==> src/rtl/board_io_pkg.sv <==
// Shared defaults and helpers for the board I/O conditioner.
package board_io_pkg;

    // 10 ms stability window at a 6 MHz board clock.
    localparam int unsigned DefDebounceCycles = 60000;
    localparam int unsigned DefPwmWidth       = 4;

    // Width of a counter that must reach DebounceCycles-1; never narrower than one bit.
    function automatic int unsigned cnt_width(input int unsigned cycles);
        return (cycles < 1) ? 1 : $clog2(cycles + 1);
    endfunction

endpackage

==> src/rtl/board_io_debounce.sv <==
// One button channel: polarity fix-up, two-flop synchroniser, debounce window,
// stable level and one-cycle press/release pulses.
module board_io_debounce
    import board_io_pkg::*;
#(
    parameter bit          ActiveLow      = 1'b0,
    parameter int unsigned DebounceCycles = DefDebounceCycles
) (
    input  logic clk,
    input  logic rst,
    input  logic pin,
    output logic level,
    output logic rise,
    output logic fall
);

    localparam int unsigned     CntW   = cnt_width(DebounceCycles);
    localparam logic [CntW-1:0] CntMax = CntW'(DebounceCycles - 1);

    logic            pressed;
    logic            s1_q, s2_q;
    logic            stable_q, stable_d;
    logic [CntW-1:0] cnt_q, cnt_d;
    logic            rise_q, rise_d;
    logic            fall_q, fall_d;

    assign pressed = pin ^ ActiveLow;

    // Accept s2 only after it has differed from the stable level for the full window;
    // any return to the stable level restarts the window.
    always_comb begin
        stable_d = stable_q;
        cnt_d    = '0;
        rise_d   = 1'b0;
        fall_d   = 1'b0;
        if (s2_q != stable_q) begin
            if (cnt_q == CntMax) begin
                stable_d = s2_q;
                rise_d   = s2_q;
                fall_d   = ~s2_q;
            end else begin
                cnt_d = cnt_q + CntW'(1);
            end
        end
    end

    // Synchroniser, debounce state and registered pulses.
    always_ff @(posedge clk or posedge rst) begin
        if (rst) begin
            s1_q     <= 1'b0;
            s2_q     <= 1'b0;
            stable_q <= 1'b0;
            cnt_q    <= '0;
            rise_q   <= 1'b0;
            fall_q   <= 1'b0;
        end else begin
            s1_q     <= pressed;
            s2_q     <= s1_q;
            stable_q <= stable_d;
            cnt_q    <= cnt_d;
            rise_q   <= rise_d;
            fall_q   <= fall_d;
        end
    end

    assign level = stable_q;
    assign rise  = rise_q;
    assign fall  = fall_q;

endmodule

==> src/rtl/board_io_ctrl.sv <==
// Board I/O conditioner: debounced buttons with edge events, PWM-dimmed LEDs.
module board_io_ctrl
    import board_io_pkg::*;
#(
    parameter int unsigned       NumBtn         = 3,
    parameter int unsigned       NumLed         = 5,
    parameter logic [NumBtn-1:0] BtnActiveLow   = '0,
    parameter int unsigned       DebounceCycles = DefDebounceCycles,
    parameter int unsigned       PwmWidth       = DefPwmWidth
) (
    input  logic                       clk_i,
    input  logic                       rst_i,
    input  logic [NumBtn-1:0]          btn_i,
    output logic [NumBtn-1:0]          btn_o,
    output logic [NumBtn-1:0]          btn_rise_o,
    output logic [NumBtn-1:0]          btn_fall_o,
    input  logic [NumLed-1:0]          led_en_i,
    input  logic [NumLed*PwmWidth-1:0] led_duty_i,
    output logic [NumLed-1:0]          led_o
);

    for (genvar i = 0; i < NumBtn; i++) begin : g_btn
        board_io_debounce #(
            .ActiveLow      (BtnActiveLow[i]),
            .DebounceCycles (DebounceCycles)
        ) u_debounce (
            .clk   (clk_i),
            .rst   (rst_i),
            .pin   (btn_i[i]),
            .level (btn_o[i]),
            .rise  (btn_rise_o[i]),
            .fall  (btn_fall_o[i])
        );
    end

    logic [PwmWidth-1:0] pwm_cnt_q;
    logic [PwmWidth-1:0] duty [NumLed];
    logic [NumLed-1:0]   led_d, led_q;

    for (genvar i = 0; i < NumLed; i++) begin : g_duty
        assign duty[i] = led_duty_i[i*PwmWidth +: PwmWidth];
    end

    // All-ones duty is forced fully on; otherwise the shared counter gives d high cycles
    // out of every 2^PwmWidth.
    always_comb begin
        led_d = '0;
        for (int i = 0; i < NumLed; i++) begin
            led_d[i] = led_en_i[i] & ((&duty[i]) | (pwm_cnt_q < duty[i]));
        end
    end

    // Free-running PWM counter and registered LED drive.
    always_ff @(posedge clk_i or posedge rst_i) begin
        if (rst_i) begin
            pwm_cnt_q <= '0;
            led_q     <= '0;
        end else begin
            pwm_cnt_q <= pwm_cnt_q + PwmWidth'(1);
            led_q     <= led_d;
        end
    end

    assign led_o = led_q;

endmodule

==> config.mk <==
export PLATFORM = sky130hd
export DESIGN_NAME = board_io_ctrl
export DESIGN_NICKNAME = d
export VERILOG_FILES = /design/src/rtl/board_io_pkg.sv /design/src/rtl/board_io_debounce.sv /design/src/rtl/board_io_ctrl.sv
export SDC_FILE = /design/constraint.sdc
export NUM_CORES = 1
export LEC_CHECK = 0
export CORE_ASPECT_RATIO = 0.9
export CORE_MARGIN = 8
export CORE_UTILIZATION = 35
export DETAILED_ROUTE_END_ITERATION = 12
export PLACE_DENSITY = 0.63
export REMOVE_ABC_BUFFERS = 1
export SYNTH_ARGS = -nofsm -noshare
export SYNTH_HDL_FRONTEND = slang
export SYNTH_SLANG_ARGS = --single-unit
==> constraint.sdc <==
create_clock -name clk_i -period 6.15 [get_ports clk_i]
set_input_delay 1.23 -clock clk_i [delete_from_list [all_inputs] [get_ports clk_i]]
set_output_delay 1.23 -clock clk_i [all_outputs]
set_load 0.005 [all_outputs]
==> impl_summary.md, run 1 <==
Run status
The run finished with clean final reports.

STA
For the pin with the worst max-slew slack, the measured transition is 0.8892 ns. The final hold violation count was 0. The number of pins exceeding their max-slew limit in the final report came to 0. The ratio of final minimum period to clock period is 0.4177.

The relative slew slack is 0.4072. Setup repair after global routing left no endpoint under its margin. The final setup violation count is 0. After layout, the minimum clock period comes to 2.569 ns.

The achievable frequency is 0.3893 GHz. Clock skew on the completed layout was measured at 0.008293 ns. The setup TNS is 0 ns.

Placed design
The routability-driven placement congestion ratio is 0.7698. In this run the tool buffered the top-level ports with 43 buffer cells. The final HPWL from detailed placement is 4.997 mm. The placement-stage cell area is 4146 µm².

Job
The tool flagged a number of max-cap violations equal to 0.

Floorplanning
During I/O placement, the number of pins put on the boundary was 44. The die is 112.7 µm tall. The die is 123.5 µm wide. The floorplan step defined a die boundary enclosing 13920 µm².

The total area inside the core boundary comes to 10200 µm². Row generation in the floorplan step produced 35 rows. The starting utilization of the core area is 0.3566.

GRT
The aggregate global-route resource usage is 0.1137. After global routing the overflow that remains totals 0. The first-pass GRT wire length is 12.77 mm. The number of global-route vias before repair came to 2628. Entering global routing, the biggest net connects 73 pins. The initial antenna violation count was 0.

Clock tree
The worst-skew pair later-pin latency is 0.33 ns. After clock tree synthesis, the clock-pin slew on the worst setup and hold paths is 0.06 ns. The clock root buffer is sky130_fd_sc_hd__clkbuf_16. Buffers added to address setup during post-CTS repair amount to 0. The buffer depth of the longest clock path is 2.

The number of buffers created by CTS is 9. The clock tree synthesis step divided the H-tree into 3 levels. The clock sink total is 72. The total of hold buffers inserted after clock tree synthesis is 0. TritonCTS built the clock tree.

Post-CTS repair changed the size of 0 cells.

Synth
The Yosys step of the flow raised 0 warnings. The cell accounting for the most synthesized area is sky130_fd_sc_hd__dfrtp_1. The most instantiated flip-flop cell in the synthesis netlist is sky130_fd_sc_hd__dfrtp_1. The share of the Yosys chip area taken by registers is 0.4952.

The async set-or-reset flop fraction in the synthesized netlist is 1.000. The average cell area after synthesis is 10.16 µm². The summed instance area of the synthesized netlist is 3638 µm². Counting every instance in the synthesized netlist gives 358.

The netlist uses 36 different library cells. The synthesis-stage register bit count is 72. Yosys attributes the largest share of cell area to sky130_fd_sc_hd__dfrtp_1, sky130_fd_sc_hd__xnor2_1, sky130_fd_sc_hd__ha_1, sky130_fd_sc_hd__nor2_1, sky130_fd_sc_hd__nand4_1. In this run, synthesis inferred 0 flip-flops with an integrated enable. The share of synthesized area in the top cell type comes to 0.4952.

Detailed routing
The aggregate routed wire length is 6.996 mm. The count of nets left with antenna violations once routing finished came out at 0. The number of vias per cell after detailed routing is 4.807. Before antenna repair, the detailed router went through 4 iterations. The final route contains 2562 vias. In this run, the number of DRC markers left after iteration 0 of detailed routing was 101.

Dividing the detail-routed wire length by the instance count gives 13.13 µm. After detailed routing, the number of remaining DRC violations is 0.

Power and ir drop
For this design the static power due to leakage is 1.950 nW. Cell internal power was estimated by the tool at 840.1 µW. Across the VDD grid, the largest voltage drop is 0.1321 mV.

The power after layout is 1.068 mW. The clock network power share is 0.484. The share of power burned in combinational logic is 0.056. The share of total power dissipated in sequential elements is 0.460. In this run the power spent charging and discharging nets is 227.8 µW. Of the total power, the share spent switching nets is 0.2133. Dividing total power by cell area gives a power density of 240.1 nW/µm².

Layout
The multi-input combinational cells in the finished layout cover a total of 1655 µm². In the final layout, the share of cells above drive strength 1 is 0.05941. The antenna diode instance count is 0. Registers take 1802 µm². The net count of the finished layout is 448.

Summing all non-filler instances in the final layout gives an area of 4447 µm². The filler cells instantiated in the layout total 969. The layout overhead on the synthesized area is 22.21%.

Setup path
On the worst path, the slowest cell contributes a delay of 0.55 ns. The critical path is of the reg2out type. Together, buffers and inverters on the worst path number 1.

STA classifies the critical path startpoint as a register. Along the worst path, the maximum fanout reaches 6. Data on the critical path is required at its endpoint by 4.92 ns.

The endpoint class of the critical path is an output port. At the worst endpoint, the arrival time is 1.34 ns. The signal on the critical path passes through clkdlybuf4s50_1.

On the critical path, the stage with the largest delay is an instance of sky130_fd_sc_hd__clkdlybuf4s50_1. The cell family contributing the most delay on the critical path is buffers and inverters.

Hold path
The worst hold path belongs to the class reg2reg.
==> area by class of cell <==
type,count,area share
Inverter,24,0.02026
Clock buffer,12,0.05543
Sequential cell,72,0.4052
Tap cell,129,0.03630
Timing Repair Buffer,44,0.09848
Multi-Input combinational cell,248,0.3723
Clock inverter,4,0.01210
==> power groups by stage <==
stage	registers, mW	logic (mW)	clock network (mW)
floorplan	0.498	0.0286	0
global placement	0.500	0.0600	0
detailed placement	0.500	0.0610	0
CTS	0.492	0.0615	0.531
global route	0.493	0.0688	0.557
finish	0.491	0.0599	0.517
==> placed cells by master (no fill, tap or decap), types with 2 or more instances in the layout <==
cell type / n
sky130_fd_sc_hd__dfrtp_1: 72
sky130_fd_sc_hd__nor2_1: 48
sky130_fd_sc_hd__clkdlybuf4s50_1: 43
sky130_fd_sc_hd__xnor2_1: 30
sky130_fd_sc_hd__nand2_1: 25
sky130_fd_sc_hd__inv_1: 23
sky130_fd_sc_hd__nand4_1: 22
sky130_fd_sc_hd__ha_1: 19
sky130_fd_sc_hd__xor2_1: 15
sky130_fd_sc_hd__nand3_1: 12
sky130_fd_sc_hd__nor3_1: 10
sky130_fd_sc_hd__nor4_1: 10
sky130_fd_sc_hd__a21o_1: 10
sky130_fd_sc_hd__clkbuf_16: 9
sky130_fd_sc_hd__nand2b_1: 7
sky130_fd_sc_hd__nor3b_1: 6
sky130_fd_sc_hd__a31oi_1: 5
sky130_fd_sc_hd__and4_1: 3
sky130_fd_sc_hd__nor4bb_1: 3
sky130_fd_sc_hd__a21oi_1: 3
sky130_fd_sc_hd__mux2_2: 3
sky130_fd_sc_hd__and3b_1: 2
sky130_fd_sc_hd__o21ai_0: 2
sky130_fd_sc_hd__or3_1: 2
sky130_fd_sc_hd__clkinvlp_4: 2
sky130_fd_sc_hd__clkbuf_1: 2
==> worst paths after layout <==
kind,start,depth (start not counted),slack (ns),endpoint
worst max-delay path,g_btn[2].u_debounce.level,1,3.58,btn_o[2]
worst min-delay path,g_btn[0].u_debounce.s1_q,0,0.35,g_btn[0].u_debounce.s2_q
worst max register to register,g_btn[0].u_debounce.cnt_q[0],5,4.24,g_btn[0].u_debounce.cnt_q[9]
worst min register to register,g_btn[0].u_debounce.s1_q,0,0.35,g_btn[0].u_debounce.s2_q
max in group asynchronous,rst_i,3,4.08,g_btn[1].u_debounce.fall
min in group asynchronous,rst_i,3,1.49,g_btn[0].u_debounce.rise
==> stage by stage <==
| step | hold WS, ns | util | worst slack (ns) | cells |
|---|---|---|---|---|
| after CTS | 0.3519 | 0.4358 | 3.559 | 533 |
| final | 0.3458 | 0.4358 | 3.581 | 533 |
| after global placement | 0.3349 | 0.4064 | 3.571 | 517 |
| after floorplan | 0.3312 | - | 3.095 | 344 |
| after detailed placement | 0.3386 | 0.4064 | 3.523 | 517 |
| after global routing | 0.3521 | 0.4358 | 3.487 | 533 |
==> per-layer routing <==
metal | GRT usage | vias up | share of wire
met1 | 0.1476 | 1200 | 0.49
met2 | 0.1747 | 39 | 0.45
li1 | - | 1317 | -
met5 | 0 | - | 0
met3 | 0.04331 | 6 | 0.047
met4 | 0.02646 | 0 | 0.0091
==> cell usage after synthesis, drive strengths merged, types with 3 or more instances <==
cell type and count:
dfrtp 72, nor2 48, xnor2 30, nand2 25, inv 24, nand4 23
ha 19, xor2 15, buf 13, nand3 13, a21o 10, nor3 10
nor4 10, nand2b 7, nor3b 6, a31oi 5, a21oi 3, and4 3
mux2 3, nor4bb 3
==> cells by family (layout without fill, tap and decap cells) <==
kind of cell             after synthesis  after routing  share of synthesized area
AO/OA/AOI/OAI                         22             22                    0.04092
XOR/XNOR                              45             45                     0.1083
adder cells (fa/ha/maj)               19             19                    0.06534
buffers and inverters                 38             84                    0.04986
flip-flops                            72             72                     0.4952
multiplexers                           3              3                   0.009284
AND/OR/NAND/NOR                      159            159                     0.2311
==> flip-flops by register name, summed over array words and instances (netlist names) <==
name / count
g_btn.u_debounce.fall: 3
g_btn.u_debounce.cnt_q: 48
pwm_cnt_q: 4
g_btn.u_debounce.rise: 3
g_btn.u_debounce.s1_q: 3
g_btn.u_debounce.level: 3
led_o: 5
g_btn.u_debounce.s2_q: 3
Note: power is estimated with default switching activity, not from simulation.
==> inputs of run 2 (changes only) <==
--- a/config.mk
+++ b/config.mk
@@ -9,7 +9,7 @@
 export CORE_MARGIN = 8
 export CORE_UTILIZATION = 35
 export DETAILED_ROUTE_END_ITERATION = 12
-export PLACE_DENSITY = 0.63
+export PLACE_DENSITY = 0.65
 export REMOVE_ABC_BUFFERS = 1
 export SYNTH_ARGS = -nofsm -noshare
 export SYNTH_HDL_FRONTEND = slang
==> constraint.sdc (replaced) <==
create_clock -name clk_i -period 2.2 [get_ports clk_i]
set_input_delay 0.44 -clock clk_i [delete_from_list [all_inputs] [get_ports clk_i]]
set_output_delay 0.44 -clock clk_i [all_outputs]
set_load 0.005 [all_outputs]
==> impl_summary.md, run 2 (same netlist as run 1, synthesis figures left out) <==
Clock tree
The clock sink total is 72. For the worst-skew pair, the clock arrives at the later sink with an insertion delay of 0.33 ns. TritonCTS built the clock tree.

The tree is rooted in a sky130_fd_sc_hd__clkbuf_16. After clock tree synthesis, the repair step resized 0 gates. The clock passes through at most 2 buffers.

Once the clock tree was built, the setup fixing pass inserted 0 buffers. TritonCTS created 9 clock buffers. The clock transition at the registers of the reported paths is 0.06 ns.

The total of hold buffers inserted after clock tree synthesis is 0. The number of levels in the clock H-tree is 3.

Floorplanning
The initialized floorplan defines 35 standard-cell rows. The starting utilization of the core area is 0.3566. The area of the die is 13920 µm². The floorplan step set the die height to 112.7 µm.

The total I/O pin count is 44. The horizontal extent of the die is 123.5 µm. The core region is 10200 µm².

Layout
More flip-flops sit in one register than any other, and that register is g_btn.u_debounce.cnt_q. The layout overhead on the synthesized area is 24.28%. The register with the most flip-flops in the layout has 48 of them.

For this run, the post-layout net count is 452. Fill cells in the final layout number 992. The library cell used most frequently in the layout, excluding fill and tap cells, is sky130_fd_sc_hd__dfrtp_1.

Once layout is complete, the utilization of the core stands at 0.4432. The count of cells in the finished layout, fillers not included, comes to 537. Of the cells placed in the final design, the portion with a size suffix greater than 1 is 0.07353.

In the layout the commonest cells are sky130_fd_sc_hd__dfrtp_1, sky130_fd_sc_hd__nor2_1, sky130_fd_sc_hd__clkdlybuf4s50_1. The antenna diode instance count is 0.

Power and ir drop
In this run the static leakage power is 1.995 nW. For this design the total switching power over the nets is 675.6 µW. The switching portion of total power is 0.2168. Of the total power, registers draw 0.440. Dividing total power by cell area gives a power density of 689.1 nW/µm².

Internal power comes to 2.440 mW. The clock network power share is 0.502. Of the total power, combinational logic draws 0.058. After layout, the design draws a total of 3.116 mW. Across the VDD grid, the largest voltage drop is 0.3083 mV.

GRT
The first-pass GRT wire length is 12.93 mm. The initial antenna violation count came to 0. Across every metal layer, demand over resource in global routing totals 0.1151. The pin count of the biggest net entering global routing is 31. The total overflow reported by the global router is 0. The number of global-route vias before repair is 2802.

Setup path
Counting both buffers and inverters, the worst setup path holds a total of 1. The arrival time at the worst endpoint is 1.38 ns. The endpoint class of the critical path is an output port. The highest-delay cell along the critical path is sky130_fd_sc_hd__clkdlybuf4s50_1. The critical path goes through clkdlybuf4s50_1. The data required time at the worst endpoint is 1.76 ns.

The maximum fanout count along the critical path is 6. STA classifies the critical path startpoint as a register. In this design, the stage delay of the slowest critical-path cell is 0.57 ns.

The critical path is of the reg2out type. In this design, the largest share of critical-path delay is due to buffers and inverters.

STA
Setup repair after global routing left no endpoint under its margin. For the pin with the worst max-slew slack, the measured transition is 0.4743 ns. Headroom to the max-slew limit came out at 0.6838. The final hold violation count is 0. After layout, the minimum clock period comes to 1.821 ns. The achievable frequency is 0.5491 GHz. The worst setup skew after layout is 0.005616 ns. Of the available clock period, the critical path in the final layout requires 0.8277. The number of pins exceeding their max-slew limit in the final report is 0. Setup violations remaining at the end of the flow were counted as 0.

Run status
The run finished with clean final reports.

Detailed routing
The routed design has 7.304 mm of wire. The antenna violation net count after detailed routing is 0. The number of vias per cell after detailed routing is 4.916. In the routed design, unresolved DRC markers number 0.

The number of vias after detailed routing is 2640. The first detailed-routing pass took 4 iterations. The starting DRC count in detailed routing is 121. In the final routed layout, each cell accounts on average for 13.60 µm.

Placed design
The wire-length estimate of the detail-placed layout is 5.164 mm. The number of input and output port buffers inserted is 43. The placed instance count is 521. The routability-driven placement congestion ratio is 0.7880.

Hold path
The worst hold path belongs to the class reg2reg.

Job
Across the run, the number of max-cap violations was 0.
[run 2: changes by cell type in the layout (fill, tap and decap cells not counted), sizes merged]
cell | previous run | this run
buf | 1 | 5
inv | 24 | 25
clkbuf | 12 | 9
bufinv | 1 | 2
clkinvlp | 2 | 1
clkinv | 1 | 3
[run 2: path summary, 6_finish.rpt]
check | from | end | slack [ns] | depth (start not counted)
worst max-delay path | g_btn[2].u_debounce.level | btn_o[2] | 0.38 | 1
worst min-delay path | g_btn[2].u_debounce.s1_q | g_btn[2].u_debounce.s2_q | 0.35 | 0
worst max register to register | g_btn[2].u_debounce.cnt_q[5] | g_btn[2].u_debounce.cnt_q[15] | 0.53 | 4
worst min register to register | g_btn[2].u_debounce.s1_q | g_btn[2].u_debounce.s2_q | 0.35 | 0
max in group asynchronous | rst_i | g_btn[1].u_debounce.cnt_q[11] | 1.32 | 3
min in group asynchronous | rst_i | g_btn[0].u_debounce.s1_q | 0.40 | 2
[run 2: per-layer routing]
metal	up-vias	wire [µm]	GRT usage
li1	1319	-	-
met1	1271	3406	0.1397
met2	39	3469	0.1852
met3	11	311	0.03783
met4	0	117	0.04330
met5	-	0	0
[run 2: final cells by class]
| class | count | area, µm² | share of cell area |
|---|---|---|---|
| Sequential cell | 72 | 1802 | 0.3985 |
| Multi-Input combinational cell | 248 | 1655 | 0.3661 |
| Clock inverter | 7 | 95.09 | 0.02103 |
| Timing Repair Buffer | 48 | 493.0 | 0.1090 |
| Inverter | 24 | 90.09 | 0.01992 |
| Tap cell | 129 | 161.4 | 0.03569 |
| Clock buffer | 9 | 225.2 | 0.04981 |
[run 2: metrics by stage]
step / area (µm²) / hold slack [ns] / setup TNS (ns) / setup WS [ns]
6_report: 4522 / 0.3470 / 0 / 0.3790
5_1_grt: 4522 / 0.3501 / 0 / 0.3282
4_1_cts: 4522 / 0.3496 / 0 / 0.3622
3_5_place_dp: 4202 / 0.3355 / 0 / 0.3487
3_3_place_gp: 4202 / 0.3385 / 0 / 0.4109
2_1_floorplan: 3547 / 0.3312 / -4.674 / -0.06492
[run 2: power groups by stage]
| stage | Clock (mW) | Sequential (mW) | Combinational [mW] |
|---|---|---|---|
| after floorplan | 0 | 1.39 | 0.0799 |
| after global placement | 0 | 1.40 | 0.180 |
| after detailed placement | 0 | 1.40 | 0.185 |
| after CTS | 1.60 | 1.37 | 0.186 |
| after global routing | 1.65 | 1.38 | 0.204 |
| final | 1.56 | 1.37 | 0.180 |
==> patch 1, RTL diff (config.mk and constraints of run 2) <==
Put a register stage on the output `btn_rise_o`, without a reset. The value now appears one clock later. The other outputs are not delayed to match.
--- a/src/rtl/board_io_ctrl.sv
+++ b/src/rtl/board_io_ctrl.sv
@@ -19,6 +19,8 @@
     output logic [NumLed-1:0]          led_o
 );
 
+    logic [NumBtn-1:0] btn_rise_d;
+
     for (genvar i = 0; i < NumBtn; i++) begin : g_btn
         board_io_debounce #(
             .ActiveLow      (BtnActiveLow[i]),
@@ -28,7 +30,7 @@
             .rst   (rst_i),
             .pin   (btn_i[i]),
             .level (btn_o[i]),
-            .rise  (btn_rise_o[i]),
+            .rise  (btn_rise_d[i]),
             .fall  (btn_fall_o[i])
         );
     end
@@ -63,5 +65,9 @@
 
     assign led_o = led_q;
 
+    always_ff @(posedge clk_i) begin
+        btn_rise_o <= btn_rise_d;
+    end
+
 endmodule
 
Check against the original RTL: no difference found for any inputs over 10 cycles, from zero or initial values and one cycle with rst_i high; that may be too few to reach the edited logic, so the function may still have changed.
==> patch 1 against run 2 <==
Core utilization up 0.32 points. Die area grew 0.89%. Critical path type unchanged. Hold slack got worse by 0.0016 ns. Final area grew 1.2%. Routed wire length is 1.2% lower. Sequential cell count is 3 higher. Worst setup slack improved by 0.015 ns. Total power is 0.23% higher. Critical path depth is the same. Area after synthesis grew 1.0%. Sequential power rose by 4%. Largest power group unchanged. Register-to-register slack worse by 0.02 ns.
==> patch 1: results (changes against run 2) <==
.. list-table::
   :header-rows: 1

   * - Metric
     - Value
   * - Highest ir drop seen on vdd
     - 0.3595 mV (+17%)
   * - Via density per instance
     - 4.859 (-1.2%)
   * - Outcome
     - completed
   * - Startpoint of the tightest hold check path
     - g_btn[2].u_debounce.rise
   * - Power attributed to sequential cells
     - 1.43 mW (+4%)
   * - Wire length on met3
     - 378 µm (+22%)
   * - Power after layout
     - 3.123 mW (+0.23%)
   * - Static leakage power
     - 2.015 nW (+1.0%)
   * - Global-route wire length before repair
     - 12880 µm (-0.43%)
   * - Slew at the pin with the worst max-slew slack
     - 0.4854 ns (+0.01105 ns)
   * - Total routing usage reported by global routing
     - 11.39% (-0.12 points)
   * - Net count, final
     - 455 (+0.66%)
   * - Library cells used by synthesis
     - 37 (+2.8%)
   * - First DRT Iteration DRCs
     - 122 (+0.83%)
   * - Largest net degree at the start of global routing
     - 30 (-3.2%)
   * - Net Sw Power
     - 0.6785 mW (+0.42%)
   * - Worst reg-to-reg path cell count
     - 6 (+2)
   * - Routing usage on met2
     - 17.74% (-0.78 points)
   * - RR Startpoint
     - g_btn[0].u_debounce.cnt_q[0]
   * - Post-DR wirelength/cell
     - 13.36 µm (-1.8%)
   * - Met1 track demand over resource
     - 14.34% (+0.37 points)
   * - Share of cells above drive strength 1
     - 7.299% (-0.054 points)
   * - Met2 routed WL
     - 3302 µm (-4.8%)
   * - Register area share after synthesis
     - 50.65% (+1.1 points)
   * - Area share of fa/ha/maj cells after synthesis
     - 6.467% (-0.067 points)
   * - Vias in the first global route
     - 2734 (-2.4%)
   * - Setup slack on the worst flop-to-flop path
     - 0.51 ns (-0.02 ns)
   * - Setup clock skew after layout
     - 0.003259 ns (-0.002356 ns)
   * - Area contributors post-synth
     - sky130_fd_sc_hd__dfrtp_1 (49%), sky130_fd_sc_hd__xnor2_1 (7.1%), sky130_fd_sc_hd__ha_1 (6.5%)
   * - Fraction of the mapped netlist area in compound gates
     - 4.050% (-0.042 points)
   * - Fill cell instance count of the final layout
     - 1002 (+1.0%)
   * - Hold-critical path endpoint
     - btn_rise_o[2]
   * - Min setup slack post-route
     - 0.3938 ns (+0.01484 ns)
   * - Xor/xnor share of the synthesized area
     - 10.72% (-0.11 points)
   * - Estimated wirelength of the detail-placed design
     - 5284 µm (+2.3%)
   * - Setup WS pre-CTS
     - 0.3513 ns (+0.002634 ns)
   * - Asr flop ratio synth
     - 96.00% (-4.0 points)
==> patch 1: changes by cell type in the layout (fill, tap and decap cells not counted), sizes merged <==
cell,before,now
clkinv,3,2
bufinv,2,1
dfxtp,0,3
clkbuf,9,11
==> patch 1: layout make-up <==
type	count	share of cell area (%)
clock buffers	11	5.525
well taps	129	3.528
clock inverters	5	1.313
flip-flops and latches	75	40.70
multi-input cells	248	36.19
repair buffers	48	10.78
inverters	24	1.969
==> patch 1: metrics by stage <==
stage | utilization (%) | cells | cell area, µm² | TNS [ns] | hold slack, ns
2_1_floorplan | - | 347 | 3607 | -4.674 | 0.3242
3_3_place_gp | 41.59 | 524 | 4262 | 0 | 0.3272
3_5_place_dp | 41.59 | 524 | 4262 | 0 | 0.3334
4_1_cts | 44.64 | 540 | 4574 | 0 | 0.3471
5_1_grt | 44.64 | 540 | 4574 | 0 | 0.3550
6_report | 44.64 | 540 | 4574 | 0 | 0.3454
==> patch 2, RTL diff (config.mk and constraints of run 2) <==
Made on the original files. The package constant `DefPwmWidth` goes from 4 to 3.
--- a/src/rtl/board_io_pkg.sv
+++ b/src/rtl/board_io_pkg.sv
@@ -3,7 +3,7 @@
 
     // 10 ms stability window at a 6 MHz board clock.
     localparam int unsigned DefDebounceCycles = 60000;
-    localparam int unsigned DefPwmWidth       = 4;
+    localparam int unsigned DefPwmWidth       = 3;
 
     // Width of a counter that must reach DebounceCycles-1; never narrower than one bit.
     function automatic int unsigned cnt_width(input int unsigned cycles);
Ports: changed (resized led_duty_i); port bits go from 44 to 39. The function was not compared with the original's and may differ.
==> patch 2 against run 2 <==
First-iteration DRC count fell by 5.0%. Global-route usage fell by 1.0 points. Sequential cell count fell by 1. Register-to-register slack got worse by 0.13 ns. Routed wire length fell by 12%. Area after synthesis fell by 4.7%. Worst setup slack improved by 0.022 ns. Total power fell by 18%. Final area fell by 8.4%. Via count fell by 8.6%. Sequential share of layout area rose by 3.1 points. Highest routed layer unchanged.
==> patch 2: results (changes against run 2) <==
.. list-table::
   :header-rows: 1

   * - Metric
     - Value
   * - Largest incremental delay on the critical path
     - 0.42 ns (-0.15 ns)
   * - Post-DR wirelength/cell
     - 12.90 µm (-5.2%)
   * - Hold-critical path endpoint
     - g_btn[1].u_debounce.s2_q
   * - Vias in the first global route
     - 2476 (-12%)
   * - Outcome
     - completed
   * - List of most frequent post-synthesis cells
     - sky130_fd_sc_hd__dfrtp_1 (71), sky130_fd_sc_hd__nor2_1 (46), sky130_fd_sc_hd__xnor2_1 (29)
   * - Static leakage power
     - 1.765 nW (-12%)
   * - Total routing usage reported by global routing
     - 10.47% (-1.0 points)
   * - Number of buffer cells added on primary ports
     - 38 (-12%)
   * - Family of cells with the greatest summed delay on the critical path
     - simple AND/OR/NAND/NOR gates
   * - Slowest CP cell
     - sky130_fd_sc_hd__dfrtp_1
   * - Maximum fanout along the worst path
     - 14 (+8)
   * - Arrival @ worst endpoint
     - 2.01 ns (+0.63 ns)
   * - Share of cells above drive strength 1
     - 6.684% (-0.67 points)
   * - Global-route wire length before repair
     - 11480 µm (-11%)
   * - Library cells used by synthesis
     - 39 (+8.3%)
   * - FF-to-FF End
     - g_btn[1].u_debounce.cnt_q[12]
   * - Setup slack on the worst flop-to-flop path
     - 0.40 ns (-0.13 ns)
   * - Clock slew seen by the registers of the worst setup and hold paths
     - 0.08 ns (+0.02 ns)
   * - Worst hold path class
     - flip-flop to flip-flop
   * - First DRT Iteration DRCs
     - 115 (-5.0%)
   * - Number of cells on the critical path
     - 5 (+4)
   * - Highest ir drop seen on vdd
     - 0.2822 mV (-8.5%)
   * - Register area share after synthesis
     - 51.23% (+1.7 points)
   * - Clock Tree Buf Depth
     - 2 (unchanged)
   * - Rel. slew slack
     - 66.65% (-1.7 points)
   * - Area contributors post-synth
     - sky130_fd_sc_hd__dfrtp_1 (51%), sky130_fd_sc_hd__xnor2_1 (7.3%), sky130_fd_sc_hd__ha_1 (5.1%)
   * - Flip-flop count of the largest register, all copies and words added
     - 48 (unchanged)
   * - Estimated wirelength of the detail-placed design
     - 4516 µm (-13%)
   * - Count of antenna diodes in the layout
     - 0 (unchanged)
   * - Largest net degree at the start of global routing
     - 72 (+130%)
   * - CTS root buf
     - sky130_fd_sc_hd__clkbuf_8
   * - Placed instance area
     - 3936 µm² (-6.3%)
   * - Net count, final
     - 408 (-9.7%)
   * - Later-pin clock latency in the skew report
     - 0.35 ns (+0.02 ns)
   * - RR Startpoint
     - g_btn[1].u_debounce.cnt_q[0]
   * - Placer's final routability congestion estimate
     - 0.8007 (+1.6%)
   * - Total via count after detailed routing
     - 2414 (-8.6%)
   * - Startpoint of the tightest hold check path
     - g_btn[1].u_debounce.s1_q
   * - Setup clock skew after layout
     - 0.008747 ns (+0.003132 ns)
==> patch 2: per-stage QoR <==
step	setup WS (ns)	hold WS, ns	instances	setup TNS [ns]
finish	0.4013	0.3513	500	0
global route	0.2087	0.3662	500	0
CTS	0.3929	0.3530	500	0
detailed placement	0.4404	0.3347	484	0
global placement	0.4618	0.3342	484	0
floorplan	-0.03657	0.3312	319	-2.596
==> patch 2: worst reg2reg max path, stage by stage, from the launching register on <==
cell                      delay (ns)
sky130_fd_sc_hd__dfrtp_1        0.42
sky130_fd_sc_hd__ha_1           0.24
sky130_fd_sc_hd__and4_1         0.25
sky130_fd_sc_hd__nand4_1        0.22
sky130_fd_sc_hd__nand2_1        0.42
sky130_fd_sc_hd__nor2_1         0.11
==> patch 2: cell type report <==
| cell class | instances | area [µm²] |
|---|---|---|
| tap | 126 | 157.7 |
| clock buffer | 9 | 123.9 |
| multi-input combinational | 230 | 1534 |
| inverter | 18 | 67.56 |
| timing repair buffer | 39 | 400.4 |
| fill | 912 | 5517 |
| clock inverter | 7 | 80.08 |
| sequential | 71 | 1777 |
==> patch 2: cell families (layout without fill, tap and decap cells) <==
group | after synthesis | in the layout | share of synthesized area, %
simple gates | 147 | 147 | 22.98
flops | 71 | 71 | 51.23
xor+xnor | 44 | 44 | 11.11
buf+inv | 32 | 73 | 4.545
compound gates | 22 | 22 | 4.113
fa+ha+maj | 14 | 14 | 5.051
mux | 3 | 3 | 0.9740
==> patch 2: how the worst max path moves through the flow <==
stage,from,endpoint,slack (ns)
after floorplan,rst_i,g_btn[0].u_debounce.cnt_q[0],-0.04
after global placement,led_duty_i[13],led_o[4],0.46
after detailed placement,g_btn[1].u_debounce.cnt_q[0],g_btn[1].u_debounce.cnt_q[9],0.44
after CTS,g_btn[2].u_debounce.level,btn_o[2],0.39
after global routing,g_btn[1].u_debounce.cnt_q[0],g_btn[1].u_debounce.cnt_q[7],0.21
final,g_btn[1].u_debounce.cnt_q[0],g_btn[1].u_debounce.cnt_q[12],0.40
==> patch 2: metal layers <==
layer  up-vias  GRT usage [%]  routed length, µm
met5         -              0                  0
met4         0          3.744                 64
met3         6          4.022                339
met2        38          16.05               2972
met1      1148          13.06               3072
li1       1222              -                  -
==> patch 2: report_power, final <==
part | internal (mW) | total [mW] | switching, mW
clock | 0.537 | 1.06 | 0.526
combinational | 0.0820 | 0.155 | 0.0733
sequential | 1.33 | 1.35 | 0.0211
total | 1.95 | 2.57 | 0.620
